[config.mk]
export PLATFORM = sky130hd
export DESIGN_NAME = lcd_frame_arbiter
export DESIGN_NICKNAME = d
export VERILOG_FILES = /design/src/rtl/lcd_frame_arbiter.sv
export SDC_FILE = /design/constraint.sdc
export NUM_CORES = 1
export LEC_CHECK = 0
export ABC_AREA = 1
export CORE_ASPECT_RATIO = 1.75
export CORE_MARGIN = 2
export CORE_UTILIZATION = 45
export CTS_CLUSTER_DIAMETER = 40
export CTS_CLUSTER_SIZE = 12
export DETAILED_ROUTE_END_ITERATION = 16
export PLACE_DENSITY = 0.71
export SLEW_MARGIN = 10
export SYNTH_ARGS = -nofsm -noshare
export SYNTH_HDL_FRONTEND = slang
export SYNTH_SLANG_ARGS = --single-unit
[constraint.sdc]
create_clock -name clk -period 1.82 [get_ports clk]
set_clock_uncertainty 0.05 [all_clocks]
set_input_delay 0.273 -clock clk [delete_from_list [all_inputs] [get_ports clk]]
set_output_delay 0.273 -clock clk [all_outputs]
set_load 0.03 [all_outputs]
[src/rtl/lcd_frame_arbiter.sv]
// Two-source frame arbiter for the LCD byte-write path: grants one serializer for a
// whole burst, round-robins at frame boundaries, and aborts bursts that stall too long.
module lcd_frame_arbiter #(
  parameter int BURST_BYTES    = 1024,
  parameter int GAP_CYCLES     = 8,
  parameter int TIMEOUT_CYCLES = 4096
) (
  input  logic       clk,
  input  logic       rst,
  input  logic       src0_req,
  input  logic [7:0] src0_data,
  input  logic       src0_valid,
  output logic       src0_ready,
  input  logic       src1_req,
  input  logic [7:0] src1_data,
  input  logic       src1_valid,
  output logic       src1_ready,
  output logic [1:0] gnt,
  output logic [7:0] lcd_data,
  output logic       lcd_data_valid,
  input  logic       lcd_en_tran,
  output logic       frame_done,
  output logic       frame_src,
  output logic       timeout_err
);

  localparam int BW = (BURST_BYTES > 1) ? $clog2(BURST_BYTES) : 1;
  localparam int TW = (TIMEOUT_CYCLES > 1) ? $clog2(TIMEOUT_CYCLES) : 1;
  localparam int GW = (GAP_CYCLES > 1) ? $clog2(GAP_CYCLES + 1) : 1;
  localparam logic [BW-1:0] BYTE_LAST = BW'(BURST_BYTES - 1);
  localparam logic [TW-1:0] TO_LAST   = TW'(TIMEOUT_CYCLES - 1);
  localparam logic [GW-1:0] GAP_LAST  = GW'(GAP_CYCLES - 1);

  typedef enum logic [1:0] {S_IDLE, S_XFER, S_GAP} state_t;

  state_t        state_q, state_d;
  logic [1:0]    gnt_q, gnt_d;
  logic          last_src_q, last_src_d;
  logic          frame_src_q, frame_src_d;
  logic [BW-1:0] byte_cnt_q, byte_cnt_d;
  logic [TW-1:0] to_cnt_q, to_cnt_d;
  logic [GW-1:0] gap_cnt_q, gap_cnt_d;

  logic       gnt_idx;
  logic       sel_valid;
  logic [7:0] sel_data;
  logic       hs;
  logic       end_burst;

  // gnt_q is one-hot whenever the FSM is in XFER, so bit 1 alone names the source
  assign gnt_idx   = gnt_q[1];
  assign sel_valid = gnt_idx ? src1_valid : src0_valid;
  assign sel_data  = gnt_idx ? src1_data : src0_data;
  assign hs        = (state_q == S_XFER) & sel_valid & lcd_en_tran;
  assign gnt       = gnt_q;

  always_ff @(posedge clk or posedge rst) begin
    if (rst) begin
      state_q     <= S_IDLE;
      gnt_q       <= 2'b00;
      last_src_q  <= 1'b1;
      frame_src_q <= 1'b0;
      byte_cnt_q  <= '0;
      to_cnt_q    <= '0;
      gap_cnt_q   <= '0;
    end else begin
      state_q     <= state_d;
      gnt_q       <= gnt_d;
      last_src_q  <= last_src_d;
      frame_src_q <= frame_src_d;
      byte_cnt_q  <= byte_cnt_d;
      to_cnt_q    <= to_cnt_d;
      gap_cnt_q   <= gap_cnt_d;
    end
  end

  always_comb begin
    state_d        = state_q;
    gnt_d          = gnt_q;
    last_src_d     = last_src_q;
    frame_src_d    = frame_src_q;
    byte_cnt_d     = byte_cnt_q;
    to_cnt_d       = to_cnt_q;
    gap_cnt_d      = gap_cnt_q;
    lcd_data       = 8'h00;
    lcd_data_valid = 1'b0;
    src0_ready     = 1'b0;
    src1_ready     = 1'b0;
    frame_done     = 1'b0;
    timeout_err    = 1'b0;
    frame_src      = frame_src_q;
    end_burst      = 1'b0;

    case (state_q)
      S_IDLE: begin
        if (src0_req | src1_req) begin
          if (src0_req & src1_req) gnt_d = last_src_q ? 2'b01 : 2'b10;
          else                     gnt_d = src0_req ? 2'b01 : 2'b10;
          state_d = S_XFER;
        end
      end
      S_XFER: begin
        lcd_data       = sel_data;
        lcd_data_valid = sel_valid;
        src0_ready     = gnt_q[0] & lcd_en_tran & src0_valid;
        src1_ready     = gnt_q[1] & lcd_en_tran & src1_valid;
        // a handshake on the timeout-limit cycle is progress, so it is checked first
        if (hs) begin
          to_cnt_d = '0;
          if (byte_cnt_q == BYTE_LAST) begin
            frame_done = 1'b1;
            end_burst  = 1'b1;
          end else begin
            byte_cnt_d = byte_cnt_q + 1'b1;
          end
        end else if (to_cnt_q == TO_LAST) begin
          timeout_err = 1'b1;
          end_burst   = 1'b1;
        end else begin
          to_cnt_d = to_cnt_q + 1'b1;
        end
        if (end_burst) begin
          state_d     = S_GAP;
          gnt_d       = 2'b00;
          last_src_d  = gnt_idx;
          frame_src_d = gnt_idx;
          frame_src   = gnt_idx;
          byte_cnt_d  = '0;
          to_cnt_d    = '0;
          gap_cnt_d   = '0;
        end
      end
      S_GAP: begin
        if (gap_cnt_q == GAP_LAST) begin
          state_d   = S_IDLE;
          gap_cnt_d = '0;
        end else begin
          gap_cnt_d = gap_cnt_q + 1'b1;
        end
      end
      default: state_d = S_IDLE;
    endcase
  end

endmodule

# == Word level (Yosys, flattened, before mapping) ==
# Cells that the tools add are included.
# word_totals
ff_bits,32
input_bits,23
output_inout_bits,16
elab_cells,73
# op_classes
n_addsub,3
n_eq_ne,10
n_mux,35
bitwise_logic,8
reduce_logical,10
# op_table
cell,count
12-bit 2-to-1 mux,3
10-bit 2-to-1 mux,3
2-bit 2-to-1 mux,8
8-bit 2-to-1 mux,2
1-bit 2-to-1 mux,14
"12-bit by 1-bit adder with 12-bit output, second input constant",1
"12-bit equality test, second input constant",1
"10-bit by 1-bit adder with 10-bit output, second input constant",1
"10-bit equality test, second input constant",1
3-bit AND reduction,3
4-bit 2-to-1 mux,2
4-bit one-hot mux with 2 select lines,1
1-bit bitwise AND,7
2-bit one-hot mux with 3 select lines,1
2-bit AND reduction,3
2-bit nonzero test,3
"4-bit by 1-bit adder with 4-bit output, second input constant",1
"4-bit by 3-bit equality test with 1-bit output, second input constant",1
"2-bit by 1-bit inequality test with 1-bit output, second input constant",2
"2-bit inequality test, second input constant",2
2-bit one-hot mux with 2 select lines,1
"3-bit by 2-bit inequality test with 1-bit output, second input constant",1
"2-bit by 1-bit equality test with 1-bit output, second input constant",1
"2-bit equality test, second input constant",1
other kinds (2),2

# == Logic depth before layout (Yosys ltp) ==
# logic_depth
depth_word,7
depth_mapped,10
ltp_nobuf,10

# == Worst setup path before layout ==
# OpenSTA, ideal clock, no wires.
# synth_path
kind,flip-flop to output port
startpoint,register gnt_q[1] (netlist: gnt[1])
endpoint,output frame_src
arrival_ps,1518
required_ps,1497
setup_slack_ps,-21
path_stages_with_launch,9
n_path_buf,0
path_cell_list,dfrtp_1 > inv_2 > nand2_2 > nand2_1 > nand3_4 > nand3_1 > nand2_1 > nand3_1 > nand2_1
# synth_between
elab_chain_len,7
# synth_lines
element,line,source
"start, declared",37,"logic [1:0] gnt_q, gnt_d;"
"start signal, assigned",68,gnt_q <= gnt_d;
1-bit 2-to-1 mux,52,assign sel_valid = gnt_idx ? src1_valid : src0_valid;
1-bit bitwise AND (2 in a row),54,assign hs = (state_q == S_XFER) & sel_valid & lcd_en_tran;
1-bit 2-to-1 mux,108,if (hs) begin
1-bit 2-to-1 mux,94,case (state_q)
1-bit 2-to-1 mux (*),122,if (end_burst) begin
1-bit 2-to-1 mux (*),-,
"end, declared",23,"output logic frame_src,"
# Mark *: on every way between the ends. The rest lies on a longest branch, timed or not. The select of a mux whose other input is x is not followed.

# == Worst setup path after layout ==
# layout_path
startpoint,register to_cnt_q[1]
endpoint,output frame_src
# layout_between
elab_chain_len,6
# layout_lines
element,line,source
"start, declared",41,"logic [TW-1:0] to_cnt_q, to_cnt_d;"
"start signal, assigned",72,to_cnt_q <= to_cnt_d;
12-bit equality test,116,end else if (to_cnt_q == TO_LAST) begin
1-bit 2-to-1 mux,116,
1-bit 2-to-1 mux,108,
1-bit 2-to-1 mux,94,
1-bit 2-to-1 mux,122,
1-bit 2-to-1 mux,-,
# Every way passes these cells. The select of a mux whose other input is x is not followed.

==> Implementation_results.wiki <==
{| class="wikitable"
! Metric !! Value
|-
| Mux contribution to synthesized area || 0
|-
| Maximum number of pins on one net before global-route repair || 33
|-
| Per-cell routed wire length || 13.0 um
|-
| Worst reg-to-reg path cell count || 9
|-
| Post-Place Worst Slack || -0.133 ns
|-
| Clock transition at the registers of the reported paths || 0.07 ns
|-
| Final design instance area without fill || 2870 um^2
|-
| DPL Wire Length || 3790 um
|-
| Initial antenna violation count || 0
|-
| Register-to-Register Setup Slack || 0.11 ns
|-
| Per-cell via count in the routed design || 4.99
|-
| Switching power || 1.80 mW
|-
| Worst min-delay path category || in2async
|-
| Cell types occupying the most area after synthesis || sky130_fd_sc_hd__dfrtp_1 40%, sky130_fd_sc_hd__nand2_1 19%, sky130_fd_sc_hd__nand3_1 5.1%
|-
| Area of placed instances || 2580 um^2
|-
| First-pass GRT wire length || 8270 um
|-
| Layout cell share with drive strength beyond 1 || 0.289
|-
| Post-synthesis xor/xnor area fraction || 0.0538
|-
| CTS tree || yes
|-
| Violations in the final reports || negative setup slack
|-
| Leading cell type in the layout, fill and taps excluded || sky130_fd_sc_hd__nand2_1
|-
| Netlist area before placement || 1950 um^2
|-
| Filler-free cell count of the finished design || 395
|-
| Effective utilization at floorplan || 0.470
|-
| Cell internal power dissipation || 2.17 mW
|-
| Number of nets in the synthesized netlist || 290
|-
| Buffer and inverter count on the worst path || 2
|-
| Upper clock frequency limit || 506 MHz
|-
| Clock buffers created by TritonCTS || 5
|-
| Post-Synthesis Cells || 264
|-
| IO Pins || 39
|-
| Register bit total from synthesis || 32
|-
| Relative contribution of the clock network to total power || 0.142
|-
| Delay of the slowest cell on the worst path || 0.35 ns
|-
| Status || complete, but fails checks
|-
| Highest fanout seen on the critical path || 3
|-
| Vias after detailed routing || 1973
|-
| Total core area || 4150 um^2
|-
| Largest family of logic cells by synthesized area || simple AND/OR/NAND/NOR gates
|-
| Post-synthesis area per instance || 7.39 um^2
|-
| Standard cell with the maximum stage delay on the critical path || sky130_fd_sc_hd__dfrtp_1
|-
| Final worst-path cycle share || 1.09
|-
| Most used cells in the layout excluding fill and tap cells || 90 x sky130_fd_sc_hd__nand2_1, 47 x sky130_fd_sc_hd__buf_4, 30 x sky130_fd_sc_hd__dfrtp_1, 24 x sky130_fd_sc_hd__clkdlybuf4s50_1, 19 x sky130_fd_sc_hd__nor2_1
|-
| Netlist cell types || 32
|-
| Routability Congestion || 0.794
|-
| Fraction of the mapped netlist area in compound gates || 0.0981
|-
| Routed Antenna Nets || 0
|-
| Vertical extent of the die || 91.1 um
|-
| # nets final || 371
|-
| Maximum buffer depth of the clock tree || 2
|-
| Maximum VDD drop || 0.786 mV
|-
| Root Buffer || sky130_fd_sc_hd__clkbuf_8
|-
| Violation count after the first detailed-route iteration || 41
|-
| Synth Area in Adders || 0.0192
|-
| Row count || 31
|-
| Die ar. || 4900 um^2
|-
| Hold buffers post-CTS || 0
|-
| Clk Latency, worst-skew pair || 0.28 ns
|-
| Simple logic cell fraction of the synthesized area || 0.372
|-
| Beginning of the worst register-to-register path || gnt[1]$_DFFE_PP0P_
|-
| Critical Path Source Type || flip-flop
|-
| Power Density || 1390 nW/um^2
|-
| Via count of the first global-routing pass || 1940
|-
| DR DRC count || 0
|-
| Leak Pwr || 1.35 nW
|-
| Reg power frac || 0.294
|-
| # clock sinks || 32
|-
| N_diodes || 0
|-
| Proportion of power drawn by combinational gates || 0.564
|-
| Critical path data required time || 1.50 ns
|-
| Post-synthesis sequential area ratio || 0.411
|-
| Fin. Hold Viols || 0
|-
| Top-area cell type share of the netlist area || 0.397
|-
| Horizontal extent of the die || 53.8 um
|-
| Capture instance of the worst register-to-register path || byte_cnt_q[0]$_DFFE_PP0P_
|-
| First-pass DRT Iterations || 4
|-
| Fraction of the core area covered by cells at the end of the flow || 0.690
|-
| Final setup fails || 3
|-
| Element type at the critical path end || primary output
|-
| Cells traversed along the worst timing path || ha_2, nand3_2, nor3_2, buf_4, nand3_4, nand2_4, nand2_2, nand2_2, nand2_2, buf_6
|-
| Number of synthesis warnings || 0
|-
| Residual overflow from global routing || 0
|-
| Top cell family by delay on the critical path || simple AND/OR/NAND/NOR gates
|-
| Clock period minus final worst setup slack || 1.98 ns
|-
| Number of gates on the worst path with buffers counted || 10
|-
| Max-slew headroom || 0.718
|-
| Category of the critical setup timing path || reg2out
|-
| Max-slew violation count || 0
|-
| Max Cap Violations || 0
|-
| Total Routed Length || 5130 um
|-
| Cell taking the most area after synthesis || sky130_fd_sc_hd__dfrtp_1
|-
| Final worst slack || -0.157 ns
|-
| Data arrival at the endpoint of the critical path || 1.65 ns
|-
| Setup_tns || -0.303 ns
|-
| CTS H-tree depth || 2
|-
| Sw Ratio || 0.454
|-
| Number of I/O port buffers || 38
|-
| Area added between synthesis and finish || 46.8%
|-
| Crit-path most repeated cell || sky130_fd_sc_hd__nand2_2
|-
| All-Layer GR Usage || 0.227
|-
| Transition time at the pin with the least slew margin || 0.423 ns
|-
| Setup repair after global routing missed its margin || true
|-
| Cell count after placement || 378
|}
==> power by group through the flow <==
| stage | Combinational [mW] | Sequential [mW] | Clock [mW] |
|---|---|---|---|
| 2_1_floorplan | 1.24 | 1.20 | 0 |
| 3_3_place_gp | 2.06 | 1.17 | 0 |
| 4_1_cts | 2.16 | 1.17 | 0.585 |
| 5_1_grt | 2.47 | 1.20 | 0.623 |
| 3_5_place_dp | 2.09 | 1.17 | 0 |
| 6_report | 2.24 | 1.17 | 0.564 |
==> per-layer routing <==
layer | vias to the layer above | track usage | wire length, um
met3 | 4 | 0.0313 | 92
li1 | 1023 | - | -
met1 | 925 | 0.232 | 1980
met2 | 21 | 0.426 | 3000
met5 | - | 0 | 0
met4 | 0 | 0.0897 | 59
==> state kept, by name (all words and copies together) (netlist names) <==
signal and count:
byte_cnt_q 10, frame_src_q 1, gap_cnt_q 4, last_src_q 1
to_cnt_q 12, state_q 2, gnt 2
==> worst reg2reg max path, delay by kind of cell, from the launching register on <==
kind                   cells  cell delay [ns]
AOI/OAI and AO/OA          2             0.29
buffers and inverters      3             0.44
DFF                        1             0.47
and+or+nand+nor            4             0.36
==> cells by family (layout without fill, tap and decap cells) <==
logic type / Yosys count / in the layout
flip-flops: 32 / 32
XOR/XNOR: 12 / 12
AO/OA/AOI/OAI: 32 / 32
AND/OR/NAND/NOR: 163 / 163
buffers and inverters: 22 / 104
adder cells (fa/ha/maj): 3 / 3
==> through the flow <==
stage,hold slack (ns),power [mW]
2_1_floorplan,0.338,2.44
3_3_place_gp,0.416,3.22
3_5_place_dp,0.412,3.27
4_1_cts,0.341,3.91
5_1_grt,0.353,4.29
6_report,0.322,3.98
==> cells in the mapped netlist <==
library cell and n:
sky130_fd_sc_hd__ha_1 3, sky130_fd_sc_hd__inv_4 2, sky130_fd_sc_hd__nand3_1 20, sky130_fd_sc_hd__inv_2 3, sky130_fd_sc_hd__nor2_2 1, sky130_fd_sc_hd__or2_2 3
sky130_fd_sc_hd__nand2_4 2, sky130_fd_sc_hd__o22ai_1 2, sky130_fd_sc_hd__nand3b_1 3, sky130_fd_sc_hd__inv_1 13, sky130_fd_sc_hd__nand2_1 97, sky130_fd_sc_hd__o21bai_1 1
sky130_fd_sc_hd__a21oi_1 12, sky130_fd_sc_hd__buf_1 2, sky130_fd_sc_hd__o31ai_1 1, sky130_fd_sc_hd__nor2_1 22, sky130_fd_sc_hd__xnor2_1 5, sky130_fd_sc_hd__nand2_2 2
sky130_fd_sc_hd__xor2_1 7, sky130_fd_sc_hd__o21ai_0 11, sky130_fd_sc_hd__a31oi_1 1, sky130_fd_sc_hd__dfstp_2 1, sky130_fd_sc_hd__nand3_4 1, sky130_fd_sc_hd__dfrtp_1 31
sky130_fd_sc_hd__a21oi_4 2, sky130_fd_sc_hd__o21ai_1 2, sky130_fd_sc_hd__buf_2 1, sky130_fd_sc_hd__and2_1 1, sky130_fd_sc_hd__nand3_2 2, sky130_fd_sc_hd__nand4_1 7
sky130_fd_sc_hd__nor3_1 2, sky130_fd_sc_hd__clkbuf_1 1
==> area by class of cell <==
type                    instances  area [um^2]
clock buffers                   8         90.1
fillers                       374         1280
inverters                      18         72.6
multi-input cells             210         1170
flip-flops and latches         32          803
well taps                      49         61.3
repair buffers                 77          661
repair inverters                1         7.51
==> how the worst max path moves through the flow <==
stage          slack, ns               startpoint        end
2_1_floorplan       0.04  to_cnt_q[0]$_DFFE_PP0P_  frame_src
3_3_place_gp       -0.10              lcd_en_tran  frame_src
3_5_place_dp       -0.13              lcd_en_tran  frame_src
4_1_cts            -0.26  to_cnt_q[1]$_DFFE_PP0P_  frame_src
5_1_grt            -0.28  to_cnt_q[0]$_DFFE_PP0P_  frame_src
6_report           -0.16  to_cnt_q[1]$_DFFE_PP0P_  frame_src
==> timing repair <==
| action | in CTS | in global routing |
|---|---|---|
| setup buffers | 3 | 6 |
| cloned | 0 | 1 |
| pin swaps | 7 | 9 |
| resized for setup | 17 | 18 |
| setup endpoints to repair | 3 | 27 |
Power figures use the tool's default switching activity.
